### config.mk
export PLATFORM = sky130hd
export DESIGN_NAME = skid_reg
export DESIGN_NICKNAME = d
export VERILOG_FILES = /design/src/rtl/skid_reg.sv
export SDC_FILE = /design/constraint.sdc
export NUM_CORES = 1
export LEC_CHECK = 0
export CORE_AREA = 2 2 39 41
export DETAILED_ROUTE_END_ITERATION = 12
export DIE_AREA = 0 0 41 43
export GPL_ROUTABILITY_DRIVEN = 0
export PLACE_DENSITY_LB_ADDON = 0.1
export SYNTH_ARGS = -nofsm -noshare
export SYNTH_HDL_FRONTEND = slang
export SYNTH_SLANG_ARGS = --single-unit
### constraint.sdc
create_clock -name CLK -period 2 [get_ports CLK]
set_input_delay 0.2 -clock CLK [delete_from_list [all_inputs] [get_ports CLK]]
set_output_delay 0.2 -clock CLK [all_outputs]
set_load 0.05 [all_outputs]
### src/rtl/skid_reg.sv
// Two-entry valid/ready skid buffer with a FIFO-style ENQ/DEQ handshake and registered flags.
// Optional synchronous flush port CLR is enabled by defining SKID_REG_CLEAR_EN.
module skid_reg #(
  parameter int               width = 1,
  parameter logic [width-1:0] init  = '0
) (
  input  logic             CLK,
  input  logic             RST,
  input  logic             ENQ,
  input  logic [width-1:0] D_IN,
  output logic             FULL_N,
  input  logic             DEQ,
  output logic [width-1:0] D_OUT,
`ifdef SKID_REG_CLEAR_EN
  input  logic             CLR,
`endif
  output logic             EMPTY_N
);

  typedef enum logic [1:0] {
    ST_EMPTY = 2'd0,
    ST_ONE   = 2'd1,
    ST_TWO   = 2'd2
  } state_t;

  state_t             state_reg, state_next;
  logic [width-1:0]   main_reg, skid_reg_q;
  logic               full_n_reg, empty_n_reg;

  logic               enq, deq;
  logic               main_we, main_from_skid, skid_we;
  logic [width-1:0]   main_next;

  // Strobes are qualified by the registered flags so illegal requests are no-ops.
  assign enq = ENQ & full_n_reg;
  assign deq = DEQ & empty_n_reg;

  always_comb begin
    state_next     = state_reg;
    main_we        = 1'b0;
    main_from_skid = 1'b0;
    skid_we        = 1'b0;

    unique case (state_reg)
      ST_EMPTY: begin
        if (enq) begin
          main_we    = 1'b1;
          state_next = ST_ONE;
        end
      end
      ST_ONE: begin
        if (enq && deq) begin
          main_we = 1'b1;
        end else if (enq) begin
          skid_we    = 1'b1;
          state_next = ST_TWO;
        end else if (deq) begin
          state_next = ST_EMPTY;
        end
      end
      ST_TWO: begin
        if (deq) begin
          main_we        = 1'b1;
          main_from_skid = 1'b1;
          state_next     = ST_ONE;
        end
      end
      default: begin
        state_next = ST_EMPTY;
      end
    endcase

`ifdef SKID_REG_CLEAR_EN
    // Flush drops occupancy only; the data registers keep their contents.
    if (CLR) begin
      state_next = ST_EMPTY;
      main_we    = 1'b0;
      skid_we    = 1'b0;
    end
`endif
  end

  assign main_next = main_from_skid ? skid_reg_q : D_IN;

  always_ff @(posedge CLK) begin
    if (RST) begin
      state_reg   <= ST_EMPTY;
      full_n_reg  <= 1'b1;
      empty_n_reg <= 1'b0;
    end else begin
      state_reg   <= state_next;
      full_n_reg  <= (state_next != ST_TWO);
      empty_n_reg <= (state_next != ST_EMPTY);
    end
  end

  // Data registers load only on explicit writes, so X on D_IN never leaks before the first enq.
  always_ff @(posedge CLK) begin
    if (RST) begin
      main_reg   <= init;
      skid_reg_q <= init;
    end else begin
      if (main_we) begin
        main_reg <= main_next;
      end
      if (skid_we) begin
        skid_reg_q <= D_IN;
      end
    end
  end

  assign FULL_N  = full_n_reg;
  assign EMPTY_N = empty_n_reg;
  assign D_OUT   = main_reg;

`ifndef SYNTHESIS
  logic clr_active;
`ifdef SKID_REG_CLEAR_EN
  assign clr_active = CLR;
`else
  assign clr_active = 1'b0;
`endif

  always_ff @(posedge CLK) begin
    if (!RST && !clr_active) begin
      if (ENQ && !full_n_reg) begin
        $warning("%m: ENQ while FULL_N=0 ignored");
      end
      if (DEQ && !empty_n_reg) begin
        $warning("%m: DEQ while EMPTY_N=0 ignored");
      end
    end
    if (!RST) begin
      assert (full_n_reg == (state_reg != ST_TWO) && empty_n_reg == (state_reg != ST_EMPTY))
        else $error("%m: flag registers disagree with state");
    end
  end
`endif

endmodule

After elaboration in Yosys (flattened, before gate mapping):

Index checks and enable logic that the tools add are counted.

* shift-type cells: 0
* bitwise logic cells: 2
* $lt $le $gt $ge: 0
* multiplexer cells: 14
* reductions and logical operators: 3
* eq/ne operators: 3
* $mul: 0
* $add $sub $neg: 0
* div/mod/pow operators: 0

Operators with widths (count)
* 2-to-1 mux 2 bit: 5
* 2-to-1 mux 1 bit: 7
* one-hot mux 2 bit (3 select lines): 1
* one-hot mux 1 bit (3 select lines): 1
* AND 1 bit: 2
* equality test 2 x 1 -> 1 bit (second input constant): 1
* equality test 2 bit (second input constant): 1
* logical NOT 2 bit: 1
* != test 2 bit (second input constant): 1
* nonzero test 2 bit: 1
* logical AND 1 bit: 1

* memories kept: 0
* output and inout bits: 3
* flip-flop bits (word level): 6
* logic and storage cells: 27
* bits in latches: 0
* RAM bits: 0
* input port bits: 5
* ROM bits: 0

Depth between registers and ports, before layout:

Gate-level depths: netlist (run 1).

* depth in word-level cells: 6
* depth in mapped cells: 4
* mapped depth without buffers: 4

Worst setup path before layout (run 1):

OpenSTA, ideal clock, no wires.

* path type: reg-to-reg
* from: reg empty_n_reg, in the netlist EMPTY_N
* to: reg main_reg, in the netlist D_OUT
* arrival: 1365 ps
* slack: 506 ps
* data required time: 1872 ps
* buffers on the path: 0
* period minus slack after synthesis: 1494 ps
* setup time: 128 ps
* cell stages (with the launch flop): 5
* cells stage by stage: dfxtp_1 nand4b_2 mux2_1 a21oi_1 a311oi_1

* cells in the longest elaborated chain, start to end: 4
* elaborated cells on any way between the ends: 7
* those cells by class: mux (5); bitwise (1); reduce/logical (1)

RTL lines
* from (decl): RTL line 28 `logic full_n_reg, empty_n_reg;`
* from (signal assigned): RTL line 93 `empty_n_reg <= (state_next != ST_EMPTY);`
* AND 1 bit *: RTL line 36 `assign deq = DEQ & empty_n_reg;`
* logical AND 1 bit or 2-to-1 mux 1 bit (tied branches): RTL line 52, 62
* 2-to-1 mux 1 bit (on tied branches): RTL line 52, 44
* one-hot mux 1 bit (3 select lines) or 2-to-1 mux 1 bit (tied branches): RTL line 44, 83
* to (signal assigned): RTL line 100 `main_reg <= init;`
* to (signal assigned): RTL line 104 `main_reg <= main_next;`
* to (decl): RTL line 27 `logic [width-1:0] main_reg, skid_reg_q;`

Every way passes the cells marked *; elsewhere a longest branch is shown, timed or not.
A chain may end at the register's enable or synchronous reset.

Worst setup path in the final report (run 1):

* from: reg empty_n_reg, in the netlist EMPTY_N
* to: out EMPTY_N

RTL lines
* to (decl): RTL line 17 `output logic EMPTY_N`

No word-level cell between the ends.

==> results of run 1 <==
## worst paths after layout
| kind | cells after the start | to | startpoint | slack (ps) |
|---|---|---|---|---|
| worst min register to register | 2 | D_OUT | D_OUT | 470 |
| worst min-delay path | 2 | D_OUT | D_OUT | 470 |
| worst max-delay path | 1 | EMPTY_N | EMPTY_N | 290 |
| worst max register to register | 4 | D_OUT | state_reg[1] | 760 |
## cell type report
class,count,area share (%)
sequential,6,30.4
multi-input combinational,20,39.2
clock buffer,3,5.70
inverter,2,1.90
timing repair buffer,7,17.7
tap,16,5.06
## metal layers
layer  global-route usage [%]  wire length, um
met5                        0                0
met4                     10.0                0
met3                     1.57               14
met2                     10.3              269
met1                     12.7              285
## synthesized netlist by cell type (all sizes together)
library cell | number | area [sq um]
mux2i | 2 | 20.0
mux2 | 2 | 22.5
o21a | 1 | 7.51
inv | 2 | 7.50
nand3 | 1 | 5.00
a21oi | 2 | 10.0
a211o | 1 | 8.76
dfxtp | 6 | 120
o31a | 1 | 10.0
nand2 | 2 | 7.51
nand4b | 1 | 15.0
xor2 | 1 | 8.76
a311oi | 1 | 8.76
a21boi | 1 | 11.3
and3b | 1 | 8.76
nor2 | 3 | 11.3
## power breakdown
part | leakage [uW] | total [uW] | switching (uW) | internal, uW
sequential | 0.0000494 | 147 | 13.7 | 133
combinational | 0.000102 | 97.9 | 51.8 | 46.1
clock | 0.0000138 | 110 | 42.4 | 67.8
total | 0.000165 | 355 | 108 | 247
## cell families (layout without fill, tap and decap cells)
| family | after synthesis | in the layout | synth area share, % |
|---|---|---|---|
| AOI/OAI and AO/OA | 7 | 7 | 19.9 |
| buffers and inverters | 2 | 12 | 2.65 |
| and+or+nand+nor | 8 | 8 | 16.8 |
| muxes | 4 | 4 | 15.0 |
| xor gates and xnor gates | 1 | 1 | 3.10 |
| DFF | 6 | 6 | 42.5 |
## through the flow
stage / total power [uW] / util, % / area [sq um] / hold slack [ps] / setup slack, ps
final: 355 / 28.6 / 395 / 472 / 292
after global routing: 381 / 28.6 / 395 / 497 / 224
after CTS: 364 / 28.6 / 395 / 477 / 282
after detailed placement: 248 / 26.9 / 373 / 470 / 409
after global placement: 248 / 26.9 / 373 / 477 / 412
after floorplan: 215 / - / 283 / 272 / 506
==> flow_metrics.py, run 1 <==
metrics = {
    "place": {
        "place_inst": 51,
        "portBuffers": 7,
        "detailed_place_hpwl_um": 453,
    },
    "route": {
        "wl_per_cell_um": 10.5,
        "ant_nets": 0,
        "routed_via_density": 4.15,
        "drtPass1Iterations": 2,
        "vias": 224,
        "drt_iter0_markers": 5,
        "drcViolationCount": 0,
        "wirelength_um": 569,
    },
    "floorplanning": {
        "fp.dieW_um": 41,
        "dieHeight_um": 43,
        "initial_core_util_pct": 20.4,
        "dieArea_sq_um": 1760,
        "num_rows": 14,
        "io_pins": 8,
        "coreArea_sq_um": 1380,
    },
    "critical_path": {
        "path_buf_inv": 1,
        "cp_data_arrival_time_ps": 1510,
        "crit_path_end_kind": "output pin",
        "crit_fanout": 5,
        "cp-start-kind": "register",
        "worst_ep_required_time_ps": 1800,
        "max_stage_delay_ps": 850,
        "path_cells": "clkdlybuf4s50_1",
        "crit_type": "reg -> out",
        "cpMaxStageDelayCell": "clkdlybuf4s50_1",
        "path_delay_family": "buffers and inverters",
    },
    "sta": {
        "skew_ps": 0.310,
        "period_needed_ps": 1710,
        "worst_pin_slew_ps": 499,
        "setup_tns_ps": 0,
        "final.period_utilization_pct": 85.4,
        "hold_viol": 0,
        "slew_headroom_pct": 66.6,
        "timing.fmax_ghz": 0.585,
        "rsz0062_at_grt": "no",
        "final_max_slew_viol_count": 0,
        "setup_viol": 0,
    },
    "synthesis": {
        "syn_inst": 28,
        "yosysWarnings": 0,
        "postSynthAreaPerCell_sq_um": 10.1,
        "synth_seq_cells": 6,
        "synth_area_sq_um": 283,
        "synth_cell_types": 18,
        "syn_nets": 33,
        "synth-seq-area-share_pct": 42.5,
    },
    "clock_tree": {
        "path_clk_slew_ps": 40,
        "cts_hold_buf": 0,
        "cts_buffer_depth": 2,
        "clkLatencyLatePin_ps": 240,
        "cts-buffers-inserted": 3,
        "cts_resized": 0,
        "cts_htree_levels": 1,
        "cts_root_buf": "clkbuf_4",
        "cts_num_sinks": 6,
        "cts_tree": "built",
        "cts_post_setup_buffers_inserted": 0,
    },
    "layout": {
        "largest_reg_flops": 2,
        "drive_above_1_share_pct": 21.1,
        "fin_cells": 54,
        "final_common_cell": "clkdlybuf4s50_1",
        "multi_input_area_sq_um": 155,
        "layout.nets": 45,
        "fillers": 145,
        "syn2layout_area_growth_pct": 39.8,
        "antenna_cells": 0,
        "final_cell_mix": "7 x clkdlybuf4s50_1, 6 x dfxtp_1, 3 x nor2_1, 3 x clkbuf_4",
        "ff_latch_area_sq_um": 120,
    },
    "pwr": {
        "leakage_uw": 0.000165,
        "peakVddDrop_mv": 0.277,
        "cellPowerDensity_nw_per_um2": 898,
    },
    "global_routing": {
        "grt_max_degree": 7,
        "grt_overflow": 0,
        "grtUsageTotal_pct": 9.06,
        "grt_pass1_vias": 228,
        "grt_pass1_wl_um": 1010,
        "antenna_found_initial": 0,
    },
    "run": {
        "cap_violations": 0,
    },
    "hold_path": {
        "min_path_type": "reg -> reg",
    },
    "status": {
        "status": "finished clean",
    },
}
Note: power is estimated with default switching activity, not from simulation.
==> inputs of run 2 (changes only) <==
--- a/config.mk
+++ b/config.mk
@@ -10,6 +10,7 @@
 export DIE_AREA = 0 0 41 43
 export GPL_ROUTABILITY_DRIVEN = 0
 export PLACE_DENSITY_LB_ADDON = 0.1
+export SKIP_LAST_GASP = 1
 export SYNTH_ARGS = -nofsm -noshare
 export SYNTH_HDL_FRONTEND = slang
 export SYNTH_SLANG_ARGS = --single-unit
==> results of run 2 <==
The final DEF is identical to that of run 1; final timing and power are the same.
==> inputs of run 3 (changes only) <==
--- a/config.mk
+++ b/config.mk
@@ -5,6 +5,8 @@
 export SDC_FILE = /design/constraint.sdc
 export NUM_CORES = 1
 export LEC_CHECK = 0
+export CELL_PAD_IN_SITES_DETAIL_PLACEMENT = 0
+export CELL_PAD_IN_SITES_GLOBAL_PLACEMENT = 1
 export CORE_AREA = 2 2 39 41
 export DETAILED_ROUTE_END_ITERATION = 12
 export DIE_AREA = 0 0 41 43
==> constraint.sdc (replaced) <==
create_clock -name CLK -period 2 [get_ports CLK]
set_input_delay 0.4 -clock CLK [delete_from_list [all_inputs] [get_ports CLK]]
set_output_delay 0.4 -clock CLK [all_outputs]
set_load 0.05 [all_outputs]
==> run 3 against run 2 <==
Compared with the run above:
- die area did not move
- sequential power barely moved
- register-to-register slack improved by 20 ps
- count of clock-buffer cells in the layout did not move
- critical path type unchanged
- worst hold slack improved by 4.9 ps
- critical path depth did not move
- worst setup slack got worse by 110 ps
==> flow_metrics.py, run 3 (synthesis results as in run 1) <==
metrics = {
    "pwr": {
        "peakVddDrop_mv": 0.318,
        "cellPowerDensity_nw_per_um2": 886,
        "pwr-share-comb_pct": 27.7,
        "switching_power_uw": 102,
        "intPower_uw": 246,
        "clkPwrFrac_pct": 30.0,
        "total_power_uw": 348,
        "leakage_uw": 0.000167,
        "seq_power_share_pct": 42.3,
        "p_sw_share_pct": 29.3,
    },
    "clock_tree": {
        "clkLatencyLatePin_ps": 240,
        "cts_resized": 0,
        "cts_root_buf": "clkbuf_4",
        "cts_tree": "built",
        "cts_buffer_depth": 2,
        "cts_hold_buf": 0,
        "cts_num_sinks": 6,
        "path_clk_slew_ps": 40,
        "cts_post_setup_buffers_inserted": 0,
        "cts-buffers-inserted": 3,
        "cts_htree_levels": 1,
    },
    "layout": {
        "layout.nets": 45,
        "ff_latch_area_sq_um": 120,
        "largest_reg_flops": 2,
        "multi_input_area_sq_um": 155,
        "final_cell_mix": "6 x dfxtp_1, 6 x clkdlybuf4s50_1, 3 x nor2_1, 3 x clkbuf_4",
        "antenna_cells": 0,
        "fillers": 155,
        "drive_above_1_share_pct": 23.7,
        "syn2layout_area_growth_pct": 38.9,
    },
    "global_routing": {
        "antenna_found_initial": 0,
        "grtUsageTotal_pct": 7.43,
        "grt_max_degree": 7,
        "grt_overflow": 0,
        "grt_pass1_vias": 213,
        "grt_pass1_wl_um": 834,
    },
    "hold_path": {
        "min_path_type": "reg -> reg",
    },
    "critical_path": {
        "crit_path_end_kind": "output pin",
        "cp-start-kind": "register",
        "path_delay_family": "buffers and inverters",
        "worst_ep_required_time_ps": 1600,
        "cpMaxStageDelayCell": "clkdlybuf4s50_1",
        "max_stage_delay_ps": 820,
        "crit_type": "reg -> out",
        "path_cells": "clkdlybuf4s50_1",
        "crit_fanout": 4,
        "path_buf_inv": 1,
        "cp_data_arrival_time_ps": 1420,
    },
    "floorplanning": {
        "coreArea_sq_um": 1380,
        "dieHeight_um": 43,
        "fp.dieW_um": 41,
        "initial_core_util_pct": 20.4,
        "num_rows": 14,
        "io_pins": 8,
        "dieArea_sq_um": 1760,
    },
    "route": {
        "drt_iter0_markers": 1,
        "wl_per_cell_um": 9.69,
        "drtPass1Iterations": 2,
        "vias": 224,
        "dr_wl_met3_um": 15,
        "maxUsedRoutingLayer": "met3",
        "drcViolationCount": 0,
        "routed_via_density": 4.15,
        "met1_length_um": 236,
        "wl_met2_um": 272,
        "wirelength_um": 523,
        "ant_nets": 0,
    },
    "sta": {
        "final.period_utilization_pct": 90.9,
        "rsz0062_at_grt": "no",
        "timing.fmax_ghz": 0.550,
        "hold_viol": 0,
        "period_needed_ps": 1820,
        "setup_tns_ps": 0,
        "skew_ps": 4.63,
        "setup_viol": 0,
        "worst_pin_slew_ps": 491,
        "final_max_slew_viol_count": 0,
        "slew_headroom_pct": 67.1,
    },
    "place": {
        "portBuffers": 7,
        "detailed_place_hpwl_um": 427,
    },
    "status": {
        "status": "finished clean",
    },
    "run": {
        "cap_violations": 0,
    },
}
## run 3: final timing paths
check,endpoint,cells after the start,slack (ps),startpoint
min reg2reg,D_OUT,2,480,D_OUT
min,D_OUT,2,480,D_OUT
max reg2reg,D_OUT,4,780,state_reg[1]
max,FULL_N,1,180,FULL_N
## run 3: worst min-delay path, delay by kind of cell, from the launching register on
family,cells,cell delay (ps)
flip-flops,1,300
AO/OA/AOI/OAI,1,80
buffers and inverters,1,50
## run 3: layout make-up
cell class                 instances  area share [%]
multi-input combinational         20            39.5
inverter                           2            1.91
tap                               16            5.10
sequential                         6            30.6
timing repair buffer               7            17.2
clock buffer                       3            5.73
## run 3: power groups by stage
stage | clock network (uW) | logic [uW] | registers [uW]
floorplan | 0 | 42.5 | 172
global placement | 0 | 98.5 | 150
detailed placement | 0 | 97.1 | 149
CTS | 110 | 97.6 | 147
global route | 122 | 104 | 150
finish | 105 | 96.5 | 147
## run 3: stage by stage
step	instances	hold WS, ps	utilization [%]	cell area, sq um	worst slack [ps]
2_1_floorplan	28	456	-	283	506
3_3_place_gp	51	464	26.8	370	236
3_5_place_dp	51	472	26.8	370	224
4_1_cts	54	478	28.4	393	162
5_1_grt	54	514	28.4	393	119
6_report	54	476	28.4	393	181
## run 3: routing by layer
metal | global-route usage [%] | vias up
met5 | 0 | -
li1 | - | 122
met3 | 4.71 | 0
met2 | 9.06 | 2
met1 | 8.68 | 100
met4 | 6.00 | 0
